`src/rtl/menu_key_sequence_decoder.sv`:
```
// Menu-then-key sequence decoder for the hood front panel.
// A menu-button rising edge arms the decoder, but only while the mode FSM is in
// ARM_MODE. The first function key seen after menu is released becomes a held
// request with a valid/ack handshake. An idle armed window expires after
// TIMEOUT_CYCLES. Leaving ARM_MODE aborts everything.
// All outputs are registered, so no input reaches an output combinationally.
module menu_key_sequence_decoder #(
  parameter int                NUM_KEYS       = 4,
  parameter int                MODE_W         = 3,
  parameter logic [MODE_W-1:0] ARM_MODE       = MODE_W'(0),
  parameter int                TIMEOUT_CYCLES = 1000,
  localparam int               IDX_W          = (NUM_KEYS > 1) ? $clog2(NUM_KEYS) : 1
) (
  input  logic                clk,
  input  logic                rstn,
  input  logic [MODE_W-1:0]   current_mode,
  input  logic                menu_signal,
  input  logic [NUM_KEYS-1:0] key_in,
  input  logic                req_ack,
  output logic                req_valid,
  output logic [NUM_KEYS-1:0] req_onehot,
  output logic [IDX_W-1:0]    req_index,
  output logic                armed,
  output logic                timeout_pulse
);

  // A zero timeout disables expiry entirely. The timer then keeps a 1-bit stub.
  localparam bit TIMEOUT_EN = (TIMEOUT_CYCLES > 0);
  localparam int TIMER_W    = TIMEOUT_EN ? $clog2(TIMEOUT_CYCLES + 1) : 1;
  // The armed window counts RELOAD down to 0 inclusive.
  // That gives exactly TIMEOUT_CYCLES armed cycles.
  localparam logic [TIMER_W-1:0] RELOAD =
    TIMEOUT_EN ? TIMER_W'(TIMEOUT_CYCLES - 1) : TIMER_W'(0);

  typedef enum logic [1:0] {
    ST_IDLE  = 2'd0,
    ST_ARMED = 2'd1,
    ST_REQ   = 2'd2
  } state_t;

  state_t               state_r;
  state_t               state_nxt_s;
  logic [TIMER_W-1:0]   timer_r;
  logic [TIMER_W-1:0]   timer_nxt_s;
  logic                 menu_d_r;
  logic                 menu_rise_s;
  logic                 mode_ok_s;
  logic                 timeout_nxt_s;
  logic [NUM_KEYS-1:0]  onehot_cap_s;
  logic [IDX_W-1:0]     index_cap_s;
  logic                 req_valid_r;
  logic [NUM_KEYS-1:0]  req_onehot_r;
  logic [IDX_W-1:0]     req_index_r;
  logic                 armed_r;
  logic                 timeout_pulse_r;

  // Isolate the lowest set key: bit0 has the highest priority.
  function automatic logic [NUM_KEYS-1:0] lowest_onehot(input logic [NUM_KEYS-1:0] keys);
    return keys & (~keys + NUM_KEYS'(1));
  endfunction

  // Binary index of the lowest set key. Scanning downward lets the lowest index win.
  function automatic logic [IDX_W-1:0] lowest_index(input logic [NUM_KEYS-1:0] keys);
    logic [IDX_W-1:0] idx;
    idx = IDX_W'(0);
    for (int i = NUM_KEYS - 1; i >= 0; i--) begin
      if (keys[i]) begin
        idx = IDX_W'(i);
      end else begin
        idx = idx;
      end
    end
    return idx;
  endfunction

  assign menu_rise_s = menu_signal & ~menu_d_r;
  assign mode_ok_s   = (current_mode == ARM_MODE);

  // Next-state, timer and capture logic. A mode exit aborts ahead of every other event.
  always_comb begin
    state_nxt_s   = state_r;
    timer_nxt_s   = timer_r;
    onehot_cap_s  = req_onehot_r;
    index_cap_s   = req_index_r;
    timeout_nxt_s = 1'b0;
    case (state_r)
      ST_IDLE: begin
        if (mode_ok_s && menu_rise_s) begin
          state_nxt_s = ST_ARMED;
          timer_nxt_s = RELOAD;
        end else begin
          state_nxt_s = ST_IDLE;
        end
      end
      ST_ARMED: begin
        if (!mode_ok_s) begin
          state_nxt_s = ST_IDLE;
        end else if (menu_rise_s) begin
          timer_nxt_s = RELOAD;
        end else if (menu_signal) begin
          // Menu still held: freeze the window and ignore keys until release.
          timer_nxt_s = timer_r;
        end else if (|key_in) begin
          state_nxt_s  = ST_REQ;
          onehot_cap_s = lowest_onehot(key_in);
          index_cap_s  = lowest_index(key_in);
        end else if (TIMEOUT_EN && (timer_r == TIMER_W'(0))) begin
          state_nxt_s   = ST_IDLE;
          timeout_nxt_s = 1'b1;
        end else if (TIMEOUT_EN) begin
          // This branch is only reached with timer_r nonzero, so no underflow.
          timer_nxt_s = timer_r - TIMER_W'(1);
        end else begin
          timer_nxt_s = timer_r;
        end
      end
      ST_REQ: begin
        if (!mode_ok_s) begin
          state_nxt_s = ST_IDLE;
        end else if (req_ack) begin
          state_nxt_s = ST_IDLE;
        end else begin
          state_nxt_s = ST_REQ;
        end
      end
      default: begin
        state_nxt_s = ST_IDLE;
      end
    endcase
  end

  // State, timer and menu-history registers.
  always_ff @(posedge clk or negedge rstn) begin
    if (!rstn) begin
      state_r  <= ST_IDLE;
      timer_r  <= TIMER_W'(0);
      menu_d_r <= 1'b0;
    end else begin
      state_r  <= state_nxt_s;
      timer_r  <= timer_nxt_s;
      menu_d_r <= menu_signal;
    end
  end

  // Output registers. Each output is decoded from the next state so it lines up with state_r.
  always_ff @(posedge clk or negedge rstn) begin
    if (!rstn) begin
      req_valid_r     <= 1'b0;
      req_onehot_r    <= NUM_KEYS'(0);
      req_index_r     <= IDX_W'(0);
      armed_r         <= 1'b0;
      timeout_pulse_r <= 1'b0;
    end else begin
      req_valid_r     <= (state_nxt_s == ST_REQ);
      req_onehot_r    <= (state_nxt_s == ST_REQ) ? onehot_cap_s : NUM_KEYS'(0);
      req_index_r     <= (state_nxt_s == ST_REQ) ? index_cap_s : IDX_W'(0);
      armed_r         <= (state_nxt_s == ST_ARMED);
      timeout_pulse_r <= timeout_nxt_s;
    end
  end

  assign req_valid     = req_valid_r;
  assign req_onehot    = req_onehot_r;
  assign req_index     = req_index_r;
  assign armed         = armed_r;
  assign timeout_pulse = timeout_pulse_r;

endmodule

```
`config.mk`:
```
export PLATFORM = sky130hd
export DESIGN_NAME = menu_key_sequence_decoder
export DESIGN_NICKNAME = d
export VERILOG_FILES = /design/src/rtl/menu_key_sequence_decoder.sv
export SDC_FILE = /design/constraint.sdc
export NUM_CORES = 1
export LEC_CHECK = 0
export CAP_MARGIN = 5
export CELL_PAD_IN_SITES_DETAIL_PLACEMENT = 0
export CELL_PAD_IN_SITES_GLOBAL_PLACEMENT = 1
export CORE_MARGIN = 2
export CORE_UTILIZATION = 25
export DETAILED_ROUTE_END_ITERATION = 6
export PLACE_DENSITY = 0.55
export SYNTH_ARGS = -nofsm -noshare
export SYNTH_HDL_FRONTEND = slang
export SYNTH_SLANG_ARGS = --single-unit
export TNS_END_PERCENT = 10
```
`constraint.sdc`:
```
create_clock -name clk -period 3.1 [get_ports clk]
set_input_delay 0.465 -clock clk [delete_from_list [all_inputs] [get_ports clk]]
set_output_delay 0.465 -clock clk [all_outputs]
set_load 0.01 [all_outputs]
```
**After elaboration in Yosys (flattened, before gate mapping)**

Index checks and enable logic that the tools add are counted.

- Add/subtract/negate cells: 2
- Equal/unequal tests: 14
- Mux-type cells: 38
- Bitwise gates (word level): 4
- Reduce and logical (&&, ||, !) cells: 8

Operators by type and width:

| cell | count |
|---|---|
| $mux 10 | 6 |
| $mux 2 | 17 |
| $mux 4 | 6 |
| $pmux 10 s2 | 1 |
| $ne 2x2->1 const B | 6 |
| $logic_not 10->1 | 1 |
| $sub 10x1->10 const B | 1 |
| $ne 3x3->1 const B | 3 |
| $mux 1 | 7 |
| $pmux 2 s3 | 1 |
| $reduce_and 6->1 | 1 |
| $reduce_and 5->1 | 1 |
| $add 4x1->4 const B | 1 |
| $and 4x4->4 | 1 |
| $eq 2x1->1 const B | 2 |
| $eq 2x2->1 const B | 2 |
| $not 4->4 | 1 |
| $reduce_or 4->1 | 1 |
| $logic_not 3->1 | 1 |
| $logic_not 2->1 | 1 |
| $ne 2x1->1 const B | 1 |
| $reduce_bool 2->1 | 1 |
| $and 1x1->1 | 1 |
| $logic_and 1x1->1 | 1 |
| $not 1->1 | 1 |

- Register bits after elaboration: 22
- Input port bits: 11
- Output and inout port bits: 9
- Word-level logic and storage cells: 74

**Longest topological paths before layout**

Gate-level depths: netlist of run 1.

- Depth after elaboration: 10
- Mapped depth: 7
- Depth with buffers taken out: 6

**Worst setup path before layout of run 1**

No wires, ideal clock.

- Path kind: register to register
- Start: reg timer_r[0]
- End: reg timer_r[1]
- Library setup time: 79 ps
- Arrival: 1,958 ps
- Required time: 3,021 ps
- Setup slack: 1,063 ps
- Stages on the path, launching flop included: 8
- Buffers on the path: 1
- Clock period less this slack: 2,037 ps
- Cells stage by stage: dfrtp_1 inv_1 ha_1 or3b_2 or4_4 buf_6 a21oi_4 mux2i_1

- Longest elaborated chain between the ends: 7
- Elaborated cells on any way between the ends: 10
- Classes of those cells: add/sub: 1; eq/ne: 1; mux: 6; reduce/logical: 2

Ends and longest elaborated chain:

| item | RTL line | text |
|---|---|---|
| from (decl) | 43 | `logic [TIMER_W-1:0] timer_r;` |
| from (signal assigned) | 140 | `timer_r <= timer_nxt_s;` |
| $sub 10x1->10 | 112 | `timer_nxt_s = timer_r - TIMER_W'(1);` |
| $mux 10 | 107 | `end else if (TIMEOUT_EN && (timer_r == TIMER_W'(0))) begin` |
| $mux 10 | 103 | `end else if (\|key_in) begin` |
| $mux 10 | 100 | `end else if (menu_signal) begin` |
| $mux 10 | 98 | `end else if (menu_rise_s) begin` |
| $mux 10 | 96 | `if (!mode_ok_s) begin` |
| $pmux 10 s2 | 86 | `case (state_r)` |

Several ways; a longest one is shown, not always the timed one. The select of a mux whose other input is x is not followed.
A chain may end at the register's enable or synchronous reset.

**Final worst setup path of run 1**

- Start: reg timer_r[0]
- End: reg timer_r[6]

The elaborated chain is that of the path after synthesis.

==> impl_metrics.env, run 1 <==
export IMPL_synth_cells=114
export IMPL_start_util=0.2612
export IMPL_synth_top_area_frac=0.4840
export IMPL_cts_tree="yes"
export IMPL_place_hpwl_um=2023
export IMPL_cpMaxStageDelayCell="or4_4"
export IMPL_outcome="complete, no violations"
export IMPL_clk_pin_slew_ns=0.09
export IMPL_required_ns=3.29
export IMPL_final_nets=150
export IMPL_seq_area_um2=550.5
export IMPL_rsz0062_at_grt="false"
export IMPL_hold_worst_slack_ns=0.5258
export IMPL_fin_cells=189
export IMPL_crit_type="reg -> reg"
export IMPL_seq_area_frac_synth=0.4840
export IMPL_antenna_left=0
export IMPL_critPathCaptureType="flip-flop"
export IMPL_irDropWorstVdd_v=0.0001342
export IMPL_post_cts_buffers=0
export IMPL_cp_start_kind="flip-flop"
export IMPL_post_route_period_util=0.7060
export IMPL_h_tree_depth=1
export IMPL_cp_data_arrival_time_ns=2.38
export IMPL_grt_max_degree=23
export IMPL_ios=20
export IMPL_drt_initial_drc_count=40
export IMPL_p_leak_uw=0.0006195
export IMPL_clk_latency_ns=0.26
export IMPL_io_buffers=19
export IMPL_synth_area_um2=1137
export IMPL_place_congestion=0.8001
export IMPL_syn_to_final_growth_pct=29.37
export IMPL_drv_cap=0
export IMPL_cellPowerDensity_nw_per_um2=438.3
export IMPL_synth_seq_cells=22
export IMPL_via_count=962
export IMPL_overflow=0
export IMPL_fmax_ghz=0.4569
export IMPL_route_detailed_drc=0
export IMPL_fillCellCount=435
export IMPL_die_h_um=71.45
export IMPL_layout_drive_gt1_share=0.1533
export IMPL_fin_skew_ns=0.003104
export IMPL_viasPerCell=5.090
export IMPL_cts_path_max_buffers=2
export IMPL_num_rows=24
export IMPL_cts_made_buffers=3
export IMPL_setup_viol=0
export IMPL_finalCriticalPeriod_ns=2.188
export IMPL_cts_root_buffer="clkbuf_8"
export IMPL_multi_input_area_um2=538.0
export IMPL_grt_pass1_wl_um=4836
export IMPL_ctsHoldBuffers=0
export IMPL_wl_per_cell_um=14.32
export IMPL_drt_first_pass_iters=4
export IMPL_coreArea_um2=4354
export IMPL_wl_um=2707
export IMPL_die_area_um2=5105
export IMPL_tightest_slew_ns=0.5902
export IMPL_ys_warn_count=0
export IMPL_antenna_found_initial=0
export IMPL_synthDistinctLibCells=34
export IMPL_ys_top_cells_by_area="dfrtp_1 (48%), a21oi_1 (3.5%), a31oi_1 (3.3%)"
export IMPL_path_cells="inv_1 -> ha_1 -> or3b_2 -> or4_4 -> and4_2 -> o21ai_1"
export IMPL_slew_headroom=0.6029
export IMPL_place_inst=185
export IMPL_final_setup_tns_ns=0
export IMPL_cts_resized_gates=0
export IMPL_avgSynthCellArea_um2=9.977
export IMPL_antenna_cells=0
export IMPL_hold_viol=0
export IMPL_crit_fanout=13
export IMPL_syn_nets=126
export IMPL_synth_top_area_cell="dfrtp_1"
export IMPL_track_usage=0.1198
export IMPL_grt_pass1_vias=1008
export IMPL_die_x_um=71.45
export IMPL_slew_viol_final=0
export IMPL_hold_path_class="reg -> reg"
export IMPL_critPathMaxStageDelay_ns=0.55
export IMPL_cts_sinks=22
[final cells by class]
class	instances	area share
flip-flops and latches	22	0.3741
well taps	52	0.04422
inverters	7	0.01786
repair buffers	23	0.1497
multi-input cells	81	0.3656
clock inverters	1	0.02041
clock buffers	3	0.02806
[layer usage]
layer	GRT usage	wire length, um	vias up
met4	0.03774	39	0
li1	-	-	473
met1	0.1603	1351	460
met3	0.02532	117	6
met5	0	0	-
met2	0.1944	1199	23
[state kept, by name (all words and copies together), names as in the netlist]
register       count
timeout_pulse      1
req_valid          1
req_onehot         4
menu_d_r           1
timer_r           10
req_index          2
state_r            2
armed              1
[cell families (layout without fill, tap and decap cells)]
logic type	after synthesis	after routing	synth area share
mux	3	3	0.02640
simple gates	49	49	0.2849
fa+ha+maj	1	1	0.01100
flops	22	22	0.4841
compound gates	28	28	0.1507
buf+inv	11	34	0.04291
[critical path, delay by kind of cell (launching register included)]
| kind | cells | cell delay (ns) |
|---|---|---|
| simple gates | 3 | 1.29 |
| flops | 1 | 0.40 |
| fa+ha+maj | 1 | 0.21 |
| compound gates | 1 | 0.12 |
| buf+inv | 1 | 0.10 |
[worst paths after layout]
kind	to	cells past startpoint	slack [ns]	startpoint
worst max-delay path	timer_r[6]$_DFFE_PN0P_	6	0.91	timer_r[0]$_DFFE_PN0P_
worst min-delay path	req_index[0]$_DFFE_PN0P_	2	0.53	req_index[0]$_DFFE_PN0P_
worst max register to register	timer_r[6]$_DFFE_PN0P_	6	0.91	timer_r[0]$_DFFE_PN0P_
worst min register to register	req_index[0]$_DFFE_PN0P_	2	0.53	req_index[0]$_DFFE_PN0P_
max in group asynchronous	timeout_pulse$_DFF_PN0_	2	2.32	rstn
min in group asynchronous	timer_r[2]$_DFFE_PN0P_	2	0.55	rstn
[cells in the mapped netlist]
| cell type | n |
|---|---|
| dfrtp_1 | 22 |
| a21oi_1 | 8 |
| inv_1 | 7 |
| nor2_1 | 7 |
| a31oi_1 | 6 |
| and3_1 | 5 |
| nor3_1 | 5 |
| o21ai_1 | 5 |
| nand2_1 | 4 |
| and4_2 | 3 |
| clkbuf_1 | 3 |
| mux2i_1 | 3 |
| nand3b_1 | 3 |
| nor4_1 | 3 |
| o21ai_0 | 3 |
| and4_1 | 2 |
| nand3_1 | 2 |
| nand4_1 | 2 |
| nor3b_1 | 2 |
| o22ai_1 | 2 |
| or3_1 | 2 |
| or3b_2 | 2 |
| or4_4 | 2 |
| a211oi_1 | 1 |
| a21oi_2 | 1 |
| a21oi_4 | 1 |
| a22o_1 | 1 |
| buf_6 | 1 |
| ha_1 | 1 |
| nand4b_1 | 1 |
| nor3b_2 | 1 |
| nor4_2 | 1 |
| or2_2 | 1 |
| or3_2 | 1 |
[placed cells by master, fill, tap and decap left out, types with 3 or more instances in the layout]
| cell | count |
|---|---|
| mux2i_1 | 3 |
| o21ai_1 | 5 |
| dfrtp_1 | 22 |
| nand2_1 | 4 |
| nand3b_1 | 3 |
| nor4_1 | 3 |
| and3_1 | 5 |
| a21oi_1 | 8 |
| a31oi_1 | 6 |
| buf_4 | 4 |
| clkdlybuf4s50_1 | 19 |
| nor3_1 | 5 |
| nor2_1 | 7 |
| o21ai_0 | 3 |
| and4_2 | 3 |
| clkbuf_8 | 3 |
| inv_1 | 7 |
[where the power goes]
| group | internal, uW | switching (uW) | total (uW) |
|---|---|---|---|
| Combinational | 28.2 | 25.5 | 53.7 |
| Clock | 172 | 98.7 | 271 |
| Sequential | 302 | 18.2 | 320 |
| Total | 502 | 142 | 645 |
[per-stage QoR]
step                      setup WS, ns  utilization  instance area [um2]  total power (uW)
after floorplan                  1.063            -                 1137             346.0
after global placement          0.8191       0.3216                 1400             378.0
after detailed placement        0.8093       0.3216                 1400             379.6
after CTS                       0.9233       0.3379                 1471             651.6
after global routing            0.8203       0.3379                 1471             677.8
final                           0.9115       0.3379                 1471             644.9
Power figures use the tool's default switching activity.
==> inputs of run 2 (changes only) <==
==> constraint.sdc (replaced) <==
create_clock -name clk -period 2.2 [get_ports clk]
set_input_delay 0.33 -clock clk [delete_from_list [all_inputs] [get_ports clk]]
set_output_delay 0.33 -clock clk [all_outputs]
set_load 0.01 [all_outputs]
==> run 2 against run 1 <==
Sequential share of layout area down 0.41 points. Via count up 3.4%. Maximum frequency up 4.7%. Wire length up 1.2%. First-iteration DRC count up 80%. Final cell count up 2.1%. Register-to-register slack worse by 0.80 ns. Utilization up 0.37 points. Critical path type unchanged. Largest cell class is now multi-input combinational cells. Largest power group unchanged.
==> impl_metrics.env, run 2 (same netlist as run 1, synthesis figures left out) <==
export IMPL_pre_cts_slack_ns=0.05093
export IMPL_use_met3=0.02672
export IMPL_largest_reg_flops=10
export IMPL_final_common_cell="dfrtp_1"
export IMPL_p_int_uw=588.3
export IMPL_rrSetupSlack_ns=0.11
export IMPL_crit_start="timer_r[0]$_DFFE_PN0P_"
export IMPL_syn_to_final_growth_pct=30.80
export IMPL_tightest_slew_ns=0.3910
export IMPL_die_area_um2=5105
export IMPL_grt_max_degree=23
export IMPL_r2r_end="timer_r[6]$_DFFE_PN0P_"
export IMPL_cts_sinks=22
export IMPL_reg2reg_depth=6
export IMPL_place_hpwl_um=1979
export IMPL_hold_path_class="in -> async"
export IMPL_h_tree_depth=1
export IMPL_grt_use_met2=0.1718
export IMPL_clk_pin_slew_ns=0.08
export IMPL_p_leak_uw=0.0006231
export IMPL_post_cts_buffers=0
export IMPL_cp_start_kind="flip-flop"
export IMPL_fin_skew_ns=0.004493
export IMPL_slew_viol_final=0
export IMPL_start_util=0.2612
export IMPL_grt_busiest_layer="met2"
export IMPL_largest_register="timer_r"
export IMPL_final_nets=155
export IMPL_critPathCaptureType="flip-flop"
export IMPL_die_h_um=71.45
export IMPL_final_setup_tns_ns=0
export IMPL_use_met1=0.1552
export IMPL_most_common_layout_cells="dfrtp_1 (22), clkdlybuf4s50_1 (19), a21oi_1 (8), buf_4 (8), nor2_1 (7)"
export IMPL_crit_fanout=7
export IMPL_cts_root_buffer="clkbuf_8"
export IMPL_seq_power_share=0.579
export IMPL_p_sw_uw=194.2
export IMPL_setup_viol=0
export IMPL_ios=20
export IMPL_cts_tree="yes"
export IMPL_finalCriticalPeriod_ns=2.091
export IMPL_fin_ws_ns=0.1090
export IMPL_overflow=0
export IMPL_cts_made_buffers=3
export IMPL_drv_cap=0
export IMPL_clk_latency_ns=0.26
export IMPL_route_detailed_drc=0
export IMPL_post_route_period_util=0.9504
export IMPL_coreArea_um2=4354
export IMPL_wl_um=2739
export IMPL_drt_first_pass_iters=4
export IMPL_layout_drive_gt1_share=0.1915
export IMPL_crit_type="reg -> reg"
export IMPL_place_congestion=0.7642
export IMPL_wl_per_cell_um=14.19
export IMPL_cp_data_arrival_time_ns=2.28
export IMPL_antenna_cells=0
export IMPL_hold_viol=0
export IMPL_track_usage=0.1111
export IMPL_grt_pass1_vias=926
export IMPL_outcome="complete, no violations"
export IMPL_antenna_found_initial=0
export IMPL_die_x_um=71.45
export IMPL_p_clk_frac=0.323
export IMPL_cts_path_max_buffers=2
export IMPL_fin_total_pwr_uw=782.5
export IMPL_antenna_left=0
export IMPL_io_buffers=19
export IMPL_via_count=995
export IMPL_power_frac_comb=0.098
export IMPL_fmax_ghz=0.4782
export IMPL_cellPowerDensity_nw_per_um2=526.0
export IMPL_slew_headroom=0.7384
export IMPL_viasPerCell=5.155
export IMPL_rsz0062_at_grt="false"
export IMPL_required_ns=2.39
export IMPL_cts_resized_gates=0
export IMPL_crit_end="timer_r[6]$_DFFE_PN0P_"
export IMPL_regToRegStartpoint="timer_r[0]$_DFFE_PN0P_"
export IMPL_grt_pass1_wl_um=4471
export IMPL_irDropWorstVdd_v=0.0001580
export IMPL_drt_initial_drc_count=72
export IMPL_p_sw_frac=0.2481
export IMPL_ctsHoldBuffers=0
export IMPL_num_rows=24
==> run 2: power by group through the flow <==
stage	Sequential, uW	Clock [uW]	Combinational (uW)
final	453	253	76.8
after global routing	458	285	85.7
after CTS	450	264	77.6
after detailed placement	458	0	77.7
after global placement	458	0	76.8
after floorplan	452	0	35.7
==> run 2: final cells by class <==
class                           instances  area [um2]
Fill cell                             451        2867
Tap cell                               52       65.06
Clock buffer                            3       41.29
Inverter                                7       26.28
Timing Repair Buffer                   27       250.2
Multi-Input combinational cell         82       554.3
Sequential cell                        22       550.5
==> run 2: metal layers <==
layer | share of wire | vias up | routed length [um]
met2 | 0.46 | 21 | 1267
met3 | 0.044 | 2 | 120
li1 | - | 492 | -
met1 | 0.49 | 480 | 1334
met5 | 0 | - | 0
met4 | 0.0062 | 0 | 17
==> run 2: how the worst min path moves through the flow <==
stage                                end  slack [ns]  cells past startpoint
3_3_place_gp    req_index[0]$_DFFE_PN0P_        0.51                      2
4_1_cts           timer_r[2]$_DFFE_PN0P_        0.43                      2
5_1_grt           timer_r[2]$_DFFE_PN0P_        0.44                      2
3_5_place_dp   req_onehot[2]$_DFFE_PN0P_        0.51                      2
6_report          timer_r[2]$_DFFE_PN0P_        0.42                      2
2_1_floorplan            armed$_DFF_PN0_        0.03                      0
==> run 2: worst max-delay path, cell delays in order, from the launching register on <==
cell and delay (ns):
dfrtp_1 0.41, inv_2 0.08, ha_2 0.19, or3b_4 0.39, or4_4 0.56, and4_2 0.25
o21ai_1 0.12
==> run 2: per-stage QoR <==
| step | hold slack (ns) | std cells | utilization | cell area (um2) |
|---|---|---|---|---|
| 2_1_floorplan | 0.03441 | 114 | - | 1137 |
| 3_3_place_gp | 0.5135 | 189 | 0.3284 | 1430 |
| 3_5_place_dp | 0.5129 | 189 | 0.3284 | 1430 |
| 4_1_cts | 0.4294 | 192 | 0.3379 | 1471 |
| 5_1_grt | 0.4368 | 193 | 0.3417 | 1488 |
| 6_report | 0.4193 | 193 | 0.3417 | 1488 |
==> inputs of run 3 (changes only) <==
--- a/config.mk
+++ b/config.mk
@@ -12,6 +12,7 @@
 export CORE_UTILIZATION = 25
 export DETAILED_ROUTE_END_ITERATION = 6
 export PLACE_DENSITY = 0.55
+export SETUP_SLACK_MARGIN = 0.02
 export SYNTH_ARGS = -nofsm -noshare
 export SYNTH_HDL_FRONTEND = slang
 export SYNTH_SLANG_ARGS = --single-unit
==> results of run 3 <==
The final DEF is identical to that of run 2; final timing and power are the same.
